[src/rtl/if_pc_stage.sv]
// if_pc_stage -- instruction-fetch stage: program counter register plus the
// IF/ID pipeline register.
//
// Optional build macro: PC_ALIGN_CHECK_EN
//   defined   : a fetch from a misaligned address or from outside
//               [IM_LO, IM_HI] is flagged on if_id_adr_err. The IF/ID
//               register then holds a nop (32'h0) with valid=1, and the PC
//               keeps following npc.
//   undefined : no address checking. if_id_adr_err is tied low, and the
//               fetched word is captured whatever the PC value.
//
// Pipeline control inputs:
//   The hazard unit drives stall and flush level-sensitively, once per cycle,
//   and there is no acknowledge. Priority at each rising edge is
//   reset > stall > flush > normal advance.
//   - stall holds the PC and every IF/ID register and ignores npc. A flush
//     requested in the same cycle is dropped, not deferred.
//   - flush loads npc into the PC and writes a bubble (all zero, valid=0)
//     into IF/ID.

module if_pc_stage #(
  parameter logic [31:0] RESET_PC = 32'h0000_3000,
  parameter logic [31:0] IM_LO    = 32'h0000_3000,
  parameter logic [31:0] IM_HI    = 32'h0000_6FFC
) (
  input  logic        clk,
  input  logic        reset,
  input  logic [31:0] npc,
  input  logic [31:0] instr,
  input  logic        stall,
  input  logic        flush,
  output logic [31:0] pc,
  output logic [31:0] pc4,
  output logic [31:0] if_id_instr,
  output logic [31:0] if_id_pc,
  output logic [31:0] if_id_pc8,
  output logic        if_id_valid,
  output logic        if_id_adr_err
);

  logic [31:0] r_pc;
  logic [31:0] r_if_id_instr;
  logic [31:0] r_if_id_pc;
  logic [31:0] r_if_id_pc8;
  logic        r_if_id_valid;
  logic        r_if_id_adr_err;

  logic [31:0] w_pc4;
  logic [31:0] w_pc8;
  logic        w_adr_err;
  logic [31:0] w_fetch_instr;

  // Link and sequential addresses wrap modulo 2^32; any carry is discarded.
  assign w_pc4 = r_pc + 32'd4;
  assign w_pc8 = r_pc + 32'd8;

`ifdef PC_ALIGN_CHECK_EN
  // Flag a fetch that is misaligned or outside instruction memory. The word
  // returned for such an address is meaningless, so a nop is captured instead.
  assign w_adr_err     = (r_pc[1:0] != 2'b00) || (r_pc < IM_LO) || (r_pc > IM_HI);
  assign w_fetch_instr = w_adr_err ? 32'h0000_0000 : instr;
`else
  // No address checking: always take the memory word.
  assign w_adr_err     = 1'b0;
  assign w_fetch_instr = instr;
`endif

  // A mis-parameterised instance with an empty or misaligned fetch window
  // would flag every fetch. Catch it early.
  a_param_window: assert property (@(posedge clk)
    (IM_LO <= IM_HI) && (IM_LO[1:0] == 2'b00) && (IM_HI[1:0] == 2'b00));

  // Program counter: reset vector, hold on stall, otherwise follow npc unmodified.
  always_ff @(posedge clk) begin
    if (reset) begin
      r_pc <= RESET_PC;
    end else if (!stall) begin
      r_pc <= npc;
    end
  end

  // IF/ID register: clear on reset, hold on stall, bubble on flush, else capture.
  always_ff @(posedge clk) begin
    if (reset) begin
      r_if_id_instr   <= 32'h0000_0000;
      r_if_id_pc      <= 32'h0000_0000;
      r_if_id_pc8     <= 32'h0000_0000;
      r_if_id_valid   <= 1'b0;
      r_if_id_adr_err <= 1'b0;
    end else if (!stall) begin
      if (flush) begin
        r_if_id_instr   <= 32'h0000_0000;
        r_if_id_pc      <= 32'h0000_0000;
        r_if_id_pc8     <= 32'h0000_0000;
        r_if_id_valid   <= 1'b0;
        r_if_id_adr_err <= 1'b0;
      end else begin
        r_if_id_instr   <= w_fetch_instr;
        r_if_id_pc      <= r_pc;
        r_if_id_pc8     <= w_pc8;
        r_if_id_valid   <= 1'b1;
        r_if_id_adr_err <= w_adr_err;
      end
    end
  end

  // The PC output comes only from the register, so there is no npc-to-pc path.
  assign pc            = r_pc;
  assign pc4           = w_pc4;
  assign if_id_instr   = r_if_id_instr;
  assign if_id_pc      = r_if_id_pc;
  assign if_id_pc8     = r_if_id_pc8;
  assign if_id_valid   = r_if_id_valid;
  assign if_id_adr_err = r_if_id_adr_err;

endmodule
[config.mk]
export PLATFORM = sky130hd
export DESIGN_NAME = if_pc_stage
export DESIGN_NICKNAME = d
export VERILOG_FILES = /design/src/rtl/if_pc_stage.sv
export SDC_FILE = /design/constraint.sdc
export NUM_CORES = 1
export LEC_CHECK = 0
export BUFFER_PORTS_ARGS = -buffer_cell sky130_fd_sc_hd__clkbuf_2
export CAP_MARGIN = 20
export CORE_MARGIN = 5
export CORE_UTILIZATION = 48
export CTS_CLUSTER_SIZE = 16
export DETAILED_ROUTE_END_ITERATION = 16
export PLACE_DENSITY = 0.8
export SYNTH_ARGS = -nofsm -noshare
export SYNTH_HDL_FRONTEND = slang
export SYNTH_SLANG_ARGS = --single-unit
[constraint.sdc]
create_clock -name clk -period 2.9 [get_ports clk]
set_clock_uncertainty 0.1 [all_clocks]
set_input_delay 0.58 -clock clk [delete_from_list [all_inputs] [get_ports clk]]
set_output_delay 0.58 -clock clk [all_outputs]
set_load 0.02 [all_outputs]
* Yosys cells after proc, flatten, opt, wreduce, memory -nomap -nowiden
Cells that the tools add are included.
** Word-level totals
- Register bits after elaboration :: 129
- Bits in latches :: 0
- Memory bits (writable) :: 0
- Memory bits (read-only) :: 0
- Logic and storage cells :: 11
- Memories kept :: 0
** Cells by class
- Add/sub/neg operators :: 2
- $mul :: 0
- Div/mod/pow operators :: 0
- $lt $le $gt $ge :: 0
- Eq/ne operators :: 0
- Shift operators :: 0
- Multiplexer cells :: 4
- Bitwise gates (word level) :: 0
- Reduce and logical (&&, ||, !) cells :: 0
** Operators by type and width (number)
- 32-bit 2-to-1 mux :: 3
- 32-bit by 3-bit adder with 32-bit output, second input constant :: 1
- 32-bit by 4-bit adder with 32-bit output, second input constant :: 1
- 1-bit 2-to-1 mux :: 1

* Logic depth before layout (Yosys ltp)
Gate-level depths: netlist of the first run.
- Word-level depth :: 2
- Depth in mapped cells :: 6
- Mapped depth without buffers :: 5

* Worst setup path after synthesis of the first run
No wires, ideal clock.
- Path kind :: reg2out
- From :: register r_pc[4] (netlist: pc[4])
- To :: output port pc4[23]
- Arrival :: 2.049 ns
- Data required time :: 2.220 ns
- Slack :: 0.171 ns
- Cell stages (with the launch flop) :: 7
- Path buffers :: 1
- Cell sequence :: dfxtp_1 -> ha_1 -> nand4_1 -> or2_0 -> clkbuf_1 -> nor4_1 -> xor2_1
** On the way
- Word-level cells in the longest chain between the ends :: 1
** RTL lines
- start, declared :: line 41 : logic [31:0] r_pc;
- start signal, assigned :: line 78 : r_pc <= npc;
- 32-bit by 3-bit adder with 32-bit output :: line 54 : assign w_pc4 = r_pc + 32'd4;
- end, declared :: line 33 : output logic [31:0] pc4,
No other way between the ends.

* Final worst setup path of the first run
- From :: register r_pc[3] (netlist: pc[3])
- To :: output port pc4[23]
The elaborated chain is that of the path after synthesis.

==> reports/results.ini, run 1 <==
[clock_tree]
insertion_delay_ns = 0.42
clkSinkCount = 126
cts_tree = done
cts.htree.levels = 4
tritoncts.num_buffers = 17
clockBufferDepth = 2
clk_pin_slew_ns = 0.06
clock-root-buffer = clkbuf_16
cts_hold_buf = 0

[cells_and_area]
area_growth_pct = 35.0
drive_above_1_share_pct = 37.3
finalCoreUtilization_pct = 66.1
final_nets = 941
design_area_sq_mm = 0.00758
diodes = 0

[critical_path]
worstPathCellList = ha_2, nand4_1, or2_4, nor4_2, xor2_1, buf_2
required_ns = 2.22
slowest_stage = dfxtp_2
critPathTopFamily = simple AND/OR/NAND/NOR gates
path_buf_inv = 1
endpoint_kind = output port
reg2regPathDepth = 5
crit_type = reg -> out
critical_path.max_stage_delay_ns = 0.36
cp.depth = 6
crit_fanout = 5
worstSetupStartpointType = flop
cp_data_arrival_time_ns = 2.14

[logic_synthesis]
synth-seq-area-share_pct = 44.9
synth_cells = 655
synth_edf_count = 0
synthAdderAreaFrac_pct = 0.446
synthArstFlopShare_pct = 0
yosysTopAreaCellShare_pct = 44.9
synth_xor_area_share_pct = 6.08
muxShareOfSynthArea_pct = 5.35
synth_ff_type = dfxtp_1
yosysWarnings = 0
synth_area_sq_mm = 0.00562
syn_area_per_cell_sq_um = 8.58
yosysTopAreaCell = dfxtp_1
synth_cell_types = 43
synth-simple-area-share_pct = 23.8
synth_area_leaders = dfxtp_1 (45%), nor2_1 (8.1%), mux2i_1 (5.3%)
synth_top_family_by_area = simple AND/OR/NAND/NOR gates
ys_ff_latch = 126
synth_compound_area_share_pct = 13.1
synthesis.nets = 725

[detailed_routing]
avgRoutedWirePerCell_um = 17.9
drc = 1
vias_per_cell = 5.63
firstDrtPassIters = 12
wl_um = 18400
drtAntennaViolNets = 0
drt_iter0_markers = 448
vias = 5785

[floorplan]
start_util_pct = 49.0
rows = 39
die_area_sq_mm = 0.0140
fp.dieW_um = 118
fp.coreArea_sq_mm = 0.0115
die_height_um = 118
ios = 230

[place]
place_area_sq_mm = 0.00689
gp_congestion = 0.931
io_buffers = 228
dp_hpwl_um = 12800

[timing]
timing.final.max_slew_violations = 0
period_minus_slack_ns = 2.82
relSlewSlack_pct = 32.8
setup_viol = 0
rsz0062_at_grt = yes
finalHoldViolations = 0
finalSetupTns_ns = 0
fmax_ghz = 0.355
worst_slew_pin_slew_ns = 1.00
post-route-period-util_pct = 97.1

[pwr]
ir_worst_vdd_v = 0.000475
finalPower_mw = 4.45
power_density_mw_per_mm2 = 587
leakage_nw = 3.53

[global_routing]
grt_max_degree = 90
grt_usage_pct = 25.7
grt_pass1_wl_um = 29000
grt_pass1_vias = 5488
antenna_found_initial = 0
globalRouteOverflowTotal = 0

[status]
violations = design-rule violations
outcome = complete, but fails checks

[run]
cap_violations = 0

[worst_hold_path]
hold_class = in -> reg
min_path_cells = 3

==> worst reg2reg max path, stage by stage (launching register included) <==
cell	delay [ns]
dfxtp_1	0.44
buf_4	0.20
nand3_2	0.19
or4_1	0.62
o311a_1	0.35
a221o_1	0.26
==> cells by family (layout without fill, tap and decap cells) <==
| kind of cell | after synthesis | after routing |
|---|---|---|
| xor gates and xnor gates | 39 | 39 |
| adders and majority gates | 2 | 2 |
| other | 1 | 1 |
| and+or+nand+nor | 269 | 269 |
| buffers and inverters | 75 | 304 |
| AOI/OAI and AO/OA | 113 | 113 |
| muxes | 30 | 30 |
| DFF | 126 | 126 |
==> state kept, by name (all words and copies together), names as in the netlist <==
name,cells
if_id_instr,32
if_id_pc,32
if_id_valid,1
if_id_pc8,29
pc,32
==> final cells by class <==
class | count | area (sq um)
Multi-Input combinational cell | 454 | 2810
Fill cell | 982 | 3890
Clock buffer | 19 | 453
Tap cell | 143 | 179
Timing Repair Buffer | 270 | 1480
Sequential cell | 126 | 2530
Clock inverter | 13 | 115
Inverter | 2 | 7.51
==> power by group <==
group          switching (mW)  total [mW]  internal [mW]
clock                   0.787        2.01           1.22
combinational           0.360       0.570          0.210
sequential             0.0693        1.87           1.80
==> Yosys cell counts, drive strengths merged, types with 2 or more instances <==
cell type / number
mux2i: 30
a211o: 7
a21oi: 43
o21a: 3
or2: 2
or4: 6
buf: 30
a22oi: 35
and3: 7
o21ai: 11
nor2: 121
inv: 2
nand4: 12
clkbuf: 43
nor3: 17
ha: 2
a221o: 4
nor2b: 3
nand2: 39
o211ai: 4
and4: 2
a31oi: 2
nor3b: 31
dfxtp: 126
nand3: 16
nor4: 11
xor2: 13
xnor2: 26
==> stage by stage <==
step	hold slack (ns)	setup slack (ns)	instances
after floorplan	0.435	0.171	655
after global placement	0.337	0.358	990
after detailed placement	0.342	0.333	990
after CTS	0.279	0.00132	1023
after global routing	0.285	-0.0568	1027
final	0.291	0.0829	1027
==> metal layers <==
layer,track usage (%),wire [um]
met1,31.6,7260
met3,8.98,1910
met2,41.4,8710
met5,0,0
met4,10.2,530
==> path summary, 6_finish.rpt <==
check / startpoint / slack, ns / endpoint
hold reg to reg: if_id_pc8[16]$_SDFFE_PP0N_ / 0.35 / if_id_pc8[16]$_SDFFE_PP0N_
hold / removal: npc[14] / 0.29 / pc[14]$_SDFFE_PP0N_
setup / recovery: pc[3]$_SDFFE_PP0N_ / 0.08 / pc4[23]
setup reg to reg: pc[5]$_SDFFE_PP0N_ / 0.64 / if_id_pc8[26]$_SDFFE_PP0N_
==> repair_timing <==
item | CTS | global route
cloned | 0 | 0
setup endpoints to repair | 8 | 16
resized for setup | 9 | 21
pin swaps | 1 | 3
buffers inserted | 1 | 4
==> cell usage in the layout (no fill, tap or decap), types with 2 or more instances in the layout <==
master,synthesis,layout
and4_1,2,2
o21a_1,3,3
xor2_1,13,13
and3_1,7,7
clkbuf_2,0,221
a22oi_1,35,35
nand3_1,15,14
nor3b_1,31,31
nand4_1,10,10
dfxtp_2,0,10
nor2_1,121,119
nor2b_1,3,3
clkbuf_8,0,2
o211ai_1,4,4
inv_6,0,2
nand2_1,39,39
clkbuf_16,0,17
buf_2,18,3
clkinv_2,0,5
nor4_2,0,6
a21oi_1,43,43
clkinv_4,0,4
xnor2_1,26,25
a211o_1,7,7
or4_1,6,6
o21ai_0,11,11
a31oi_1,2,2
nor3_1,17,16
mux2i_1,30,30
buf_4,7,45
a221o_1,4,4
inv_1,2,2
nand3_2,1,2
nor4_1,10,4
dfxtp_1,126,116
(Power assumes the default switching activity.)
==> inputs of run 2 (changes only) <==
--- a/config.mk
+++ b/config.mk
@@ -8,10 +8,10 @@
 export BUFFER_PORTS_ARGS = -buffer_cell sky130_fd_sc_hd__clkbuf_2
 export CAP_MARGIN = 20
 export CORE_MARGIN = 5
-export CORE_UTILIZATION = 48
+export CORE_UTILIZATION = 45
 export CTS_CLUSTER_SIZE = 16
 export DETAILED_ROUTE_END_ITERATION = 16
-export PLACE_DENSITY = 0.8
+export PLACE_DENSITY = 0.75
 export SYNTH_ARGS = -nofsm -noshare
 export SYNTH_HDL_FRONTEND = slang
 export SYNTH_SLANG_ARGS = --single-unit
==> run 2 against run 1 <==
The flow now finishes without violations; sequential share of layout area decreased by 0.45 points; combinational power increased by 1%; sequential cell count unchanged; count of clock-buffer cells in the layout up 4; die area is 6.1% higher; routed wire length decreased by 0.92%; final cell count is 2.4% higher; critical path depth up 1; total power grew 4.4%; first-iteration DRC count is 0.67% higher; sequential power about the same; maximum frequency decreased by 1.2%; critical endpoint is now pc4[18].
==> reports/results.ini, run 2 (synthesized netlist as in run 1, its figures left out) <==
[cells_and_area]
regArea_sq_mm = 0.00253
area_growth_pct = 36.7
multi_input_area_sq_mm = 0.00283
diodes = 0
finalCoreUtilization_pct = 63.4
nFillCells = 1069
final_nets = 941
stdcell_count = 1052
design_area_sq_mm = 0.00768
final_common_cell = clkbuf_2
drive_above_1_share_pct = 37.0
final_cell_mix = clkbuf_2 (225), nor2_1 (119), dfxtp_1 (119), a21oi_1 (43), buf_4 (43)

[critical_path]
reg2regPathDepth = 4
required_ns = 2.22
cp_data_arrival_time_ns = 2.17
crit_path_start = pc[6]$_SDFFE_PP0N_
r2r_setup_slack_ns = 0.59
crit_fanout = 8
r2r_end = if_id_pc8[26]$_SDFFE_PP0N_
r2r_start = pc[14]$_SDFFE_PP0N_
setup.worst_path.end = pc4[18]
endpoint_kind = output port
crit_type = reg -> out
worstSetupStartpointType = flop

[pwr]
power_density_mw_per_mm2 = 605
ir_worst_vdd_v = 0.000358
leakage_nw = 3.55
finalPower_mw = 4.65

[floorplan]
die_area_sq_mm = 0.0148
ios = 230
fp.dieW_um = 122
rows = 40
fp.coreArea_sq_mm = 0.0121
start_util_pct = 46.4
die_height_um = 122

[global_routing]
grt_max_degree = 92
grt_pass1_vias = 5267
antenna_found_initial = 0
grt_usage_pct = 23.9
globalRouteOverflowTotal = 0
grt_pass1_wl_um = 27900

[timing]
whs_ns = 0.300
rsz0062_at_grt = yes
relSlewSlack_pct = 34.1
setup_viol = 0
worst_slew_pin_slew_ns = 0.988
period_minus_slack_ns = 2.85
finalHoldViolations = 0
timing.final.max_slew_violations = 0
setup_slack_ns = 0.0478
post-route-period-util_pct = 98.4
fmax_ghz = 0.351
finalSetupTns_ns = 0

[detailed_routing]
firstDrtPassIters = 6
vias = 5619
drt_iter0_markers = 451
drc = 0
drtAntennaViolNets = 0
vias_per_cell = 5.34
avgRoutedWirePerCell_um = 17.3
wl_um = 18200

[clock_tree]
clkSinkCount = 126
insertion_delay_ns = 0.41
cts.htree.levels = 4
cts_hold_buf = 0
clockBufferDepth = 2
cts_tree = done
clock-root-buffer = clkbuf_16
clk_pin_slew_ns = 0.05
tritoncts.num_buffers = 17

[place]
placed_cells = 1018
dp_hpwl_um = 13100
place_area_sq_mm = 0.00695
io_buffers = 228
place_ws_ns = 0.246
gp_congestion = 0.934

[worst_hold_path]
hold_class = in -> reg

[run]
cap_violations = 0

[status]
outcome = completed

==> run 2: worst max-delay path, cell delays in order, from the launching register on <==
cell      delay, ns
dfxtp_1        0.41
nand2_1        0.15
buf_4          0.19
nor4_2         0.31
buf_4          0.18
nand3_1        0.13
xnor2_2        0.20
clkbuf_2       0.20
==> run 2: routing by layer <==
layer | vias up | part of all wire (%) | GRT usage [%]
met4 | 0 | 2.1 | 8.89
met2 | 288 | 46 | 37.3
met3 | 32 | 10 | 8.31
met5 | - | 0 | 0
met1 | 2598 | 42 | 30.4
li1 | 2701 | - | -
==> run 2: area by class of cell <==
class	count	area share (%)
flip-flops and latches	126	33.0
repair buffers	270	19.2
well taps	168	2.74
inverters	2	0.0978
clock inverters	9	1.71
multi-input cells	454	36.9
clock buffers	23	6.35
==> run 2: worst min-delay path by stage <==
stage | startpoint | to | cells after the start | slack [ns]
after detailed placement | if_id_pc8[17]$_SDFFE_PP0N_ | if_id_pc8[17]$_SDFFE_PP0N_ | 2 | 0.35
after global placement | if_id_pc8[19]$_SDFFE_PP0N_ | if_id_pc8[19]$_SDFFE_PP0N_ | 2 | 0.34
after CTS | instr[9] | if_id_instr[9]$_SDFFE_PP0N_ | 3 | 0.28
after floorplan | if_id_pc8[18]$_SDFFE_PP0N_ | if_id_pc8[18]$_SDFFE_PP0N_ | 2 | 0.44
final | instr[26] | if_id_instr[26]$_SDFFE_PP0N_ | 3 | 0.30
after global routing | instr[0] | if_id_instr[0]$_SDFFE_PP0N_ | 3 | 0.29
==> run 2: timing repair <==
item,CTS,global route
pin swaps,2,1
endpoints found under the setup margin,17,14
buffers inserted,0,2
resized for setup,14,12
==> run 2: where the power goes <==
| part | leakage (nW) | switching [mW] | internal (mW) |
|---|---|---|---|
| sequential | 1.03 | 0.0659 | 1.80 |
| combinational | 2.22 | 0.362 | 0.214 |
| clock | 0.296 | 0.764 | 1.44 |
==> inputs of run 3 (changes only) <==
==> constraint.sdc (replaced) <==
create_clock -name clk -period 2.8 [get_ports clk]
set_clock_uncertainty 0.1 [all_clocks]
set_input_delay 0.56 -clock clk [delete_from_list [all_inputs] [get_ports clk]]
set_output_delay 0.56 -clock clk [all_outputs]
set_load 0.02 [all_outputs]
==> run 3 against run 2 <==
Sequential power rose by 4%; combinational power rose by 5.6%; largest cell class unchanged; non-clock buffer count up 11.
==> reports/results.ini, run 3 (synthesized netlist as in run 1, its figures left out) <==
[status]
outcome = completed

[cells_and_area]
final_common_cell = clkbuf_2
design_area_sq_mm = 0.00780
final_cell_mix = clkbuf_2 (222), nor2_1 (119), dfxtp_1 (115), buf_4 (57), a21oi_1 (43)
area_growth_pct = 38.9
drive_above_1_share_pct = 38.3
final_nets = 952
diodes = 0

[place]
io_buffers = 228
place_ws_ns = 0.215
dp_hpwl_um = 13400
place_area_sq_mm = 0.00696
gp_congestion = 0.945

[critical_path]
cp_data_arrival_time_ns = 2.10
path_buf_inv = 1
crit_fanout = 4
slowest_stage = dfxtp_4
r2r_setup_slack_ns = 0.40
critPathTopFamily = simple AND/OR/NAND/NOR gates
required_ns = 2.14
worstPathCellList = ha_4, nand3_1, or2_2, nor4_2, xor2_1, buf_4
critical_path.max_stage_delay_ns = 0.39
endpoint_kind = output port
crit_type = reg -> out
worstSetupStartpointType = flop

[timing]
setup_viol = 0
finalHoldViolations = 0
whs_ns = 0.272
relSlewSlack_pct = 44.2
worst_slew_pin_slew_ns = 0.837
setup_slack_ns = 0.0375
finalSetupTns_ns = 0
timing.final.max_slew_violations = 0
post-route-period-util_pct = 98.7
period_minus_slack_ns = 2.76
fmax_ghz = 0.362

[run]
cap_violations = 0

[detailed_routing]
drc = 0
firstDrtPassIters = 5
vias_per_cell = 5.38
avgRoutedWirePerCell_um = 17.8
vias = 5724
drt_iter0_markers = 438
wl_um = 18900
drtAntennaViolNets = 0

[floorplan]
start_util_pct = 46.4
ios = 230
die_height_um = 122
die_area_sq_mm = 0.0148
rows = 40
fp.dieW_um = 122
fp.coreArea_sq_mm = 0.0121

[clock_tree]
clk_pin_slew_ns = 0.06
cts.htree.levels = 4
cts_tree = done
clockBufferDepth = 2
cts_hold_buf = 0
tritoncts.num_buffers = 17
clkSinkCount = 126
insertion_delay_ns = 0.42
clock-root-buffer = clkbuf_16

[global_routing]
antenna_found_initial = 1
globalRouteOverflowTotal = 0
grt_max_degree = 81
grt_pass1_vias = 5441
grt_pass1_wl_um = 29000
grt_usage_pct = 24.8

[worst_hold_path]
hold_class = in -> reg

[pwr]
power_density_mw_per_mm2 = 603
leakage_nw = 3.65
finalPower_mw = 4.71
ir_worst_vdd_v = 0.000414

==> run 3: cell types whose count changed in the layout (fill, tap and decap cells not counted), moves of 2 or more <==
cell | before | now
buf_4 | 43 | 57
dfxtp_1 | 119 | 115
nor4_2 | 6 | 2
nor4_4 | 2 | 6
clkbuf_2 | 225 | 222
clkinv_2 | 2 | 5
clkinvlp_4 | 3 | 0
clkinv_4 | 0 | 2
dfxtp_2 | 6 | 8
dfxtp_4 | 1 | 3
ha_2 | 2 | 0
ha_4 | 0 | 2
==> run 3: area by class of cell <==
| type | instances | area (sq um) |
|---|---|---|
| inverters | 2 | 7.51 |
| flip-flops and latches | 126 | 2540 |
| repair buffers | 281 | 1560 |
| fillers | 1084 | 4310 |
| multi-input cells | 454 | 2900 |
| clock buffers | 22 | 474 |
| well taps | 168 | 210 |
| clock inverters | 10 | 111 |
==> run 3: metal layers <==
| layer | wire, um | track usage [%] |
|---|---|---|
| met3 | 1740 | 8.54 |
| met1 | 7980 | 31.7 |
| met4 | 531 | 9.45 |
| met5 | 20 | 0 |
| met2 | 8640 | 38.7 |
==> run 3: final timing paths <==
path,start,end,cells past startpoint
max,pc[3]$_SDFFE_PP0N_,pc4[24],6
min,instr[6],if_id_instr[6]$_SDFFE_PP0N_,3
max reg2reg,pc[10]$_SDFFE_PP0N_,if_id_pc8[26]$_SDFFE_PP0N_,6
min reg2reg,if_id_pc8[15]$_SDFFE_PP0N_,if_id_pc8[15]$_SDFFE_PP0N_,2
==> run 3: what timing repair did <==
| action | in CTS | in global routing |
|---|---|---|
| pin swaps | 1 | 6 |
| endpoints found under the setup margin | 17 | 16 |
| setup buffers | 0 | 10 |
| gates resized for setup | 24 | 22 |
| cloned | 0 | 0 |
==> run 3: worst min-delay path, stage by stage <==
cell	delay, ns
clkbuf_2	0.07
a22oi_1	0.05
nor2_1	0.07
==> run 3: per-stage QoR <==
stage / utilization (%) / instances
4_1_cts: 63.0 / 1053
6_report: 64.4 / 1063
3_5_place_dp: 57.4 / 1021
3_3_place_gp: 57.4 / 1021
2_1_floorplan: - / 655
5_1_grt: 64.4 / 1063
==> run 3: report_power, final <==
part           internal (mW)  switching (mW)  leakage, nW  total, mW
Combinational          0.225           0.383         2.33      0.608
Clock                   1.38           0.794        0.294       2.17
Sequential              1.86          0.0671         1.03       1.93
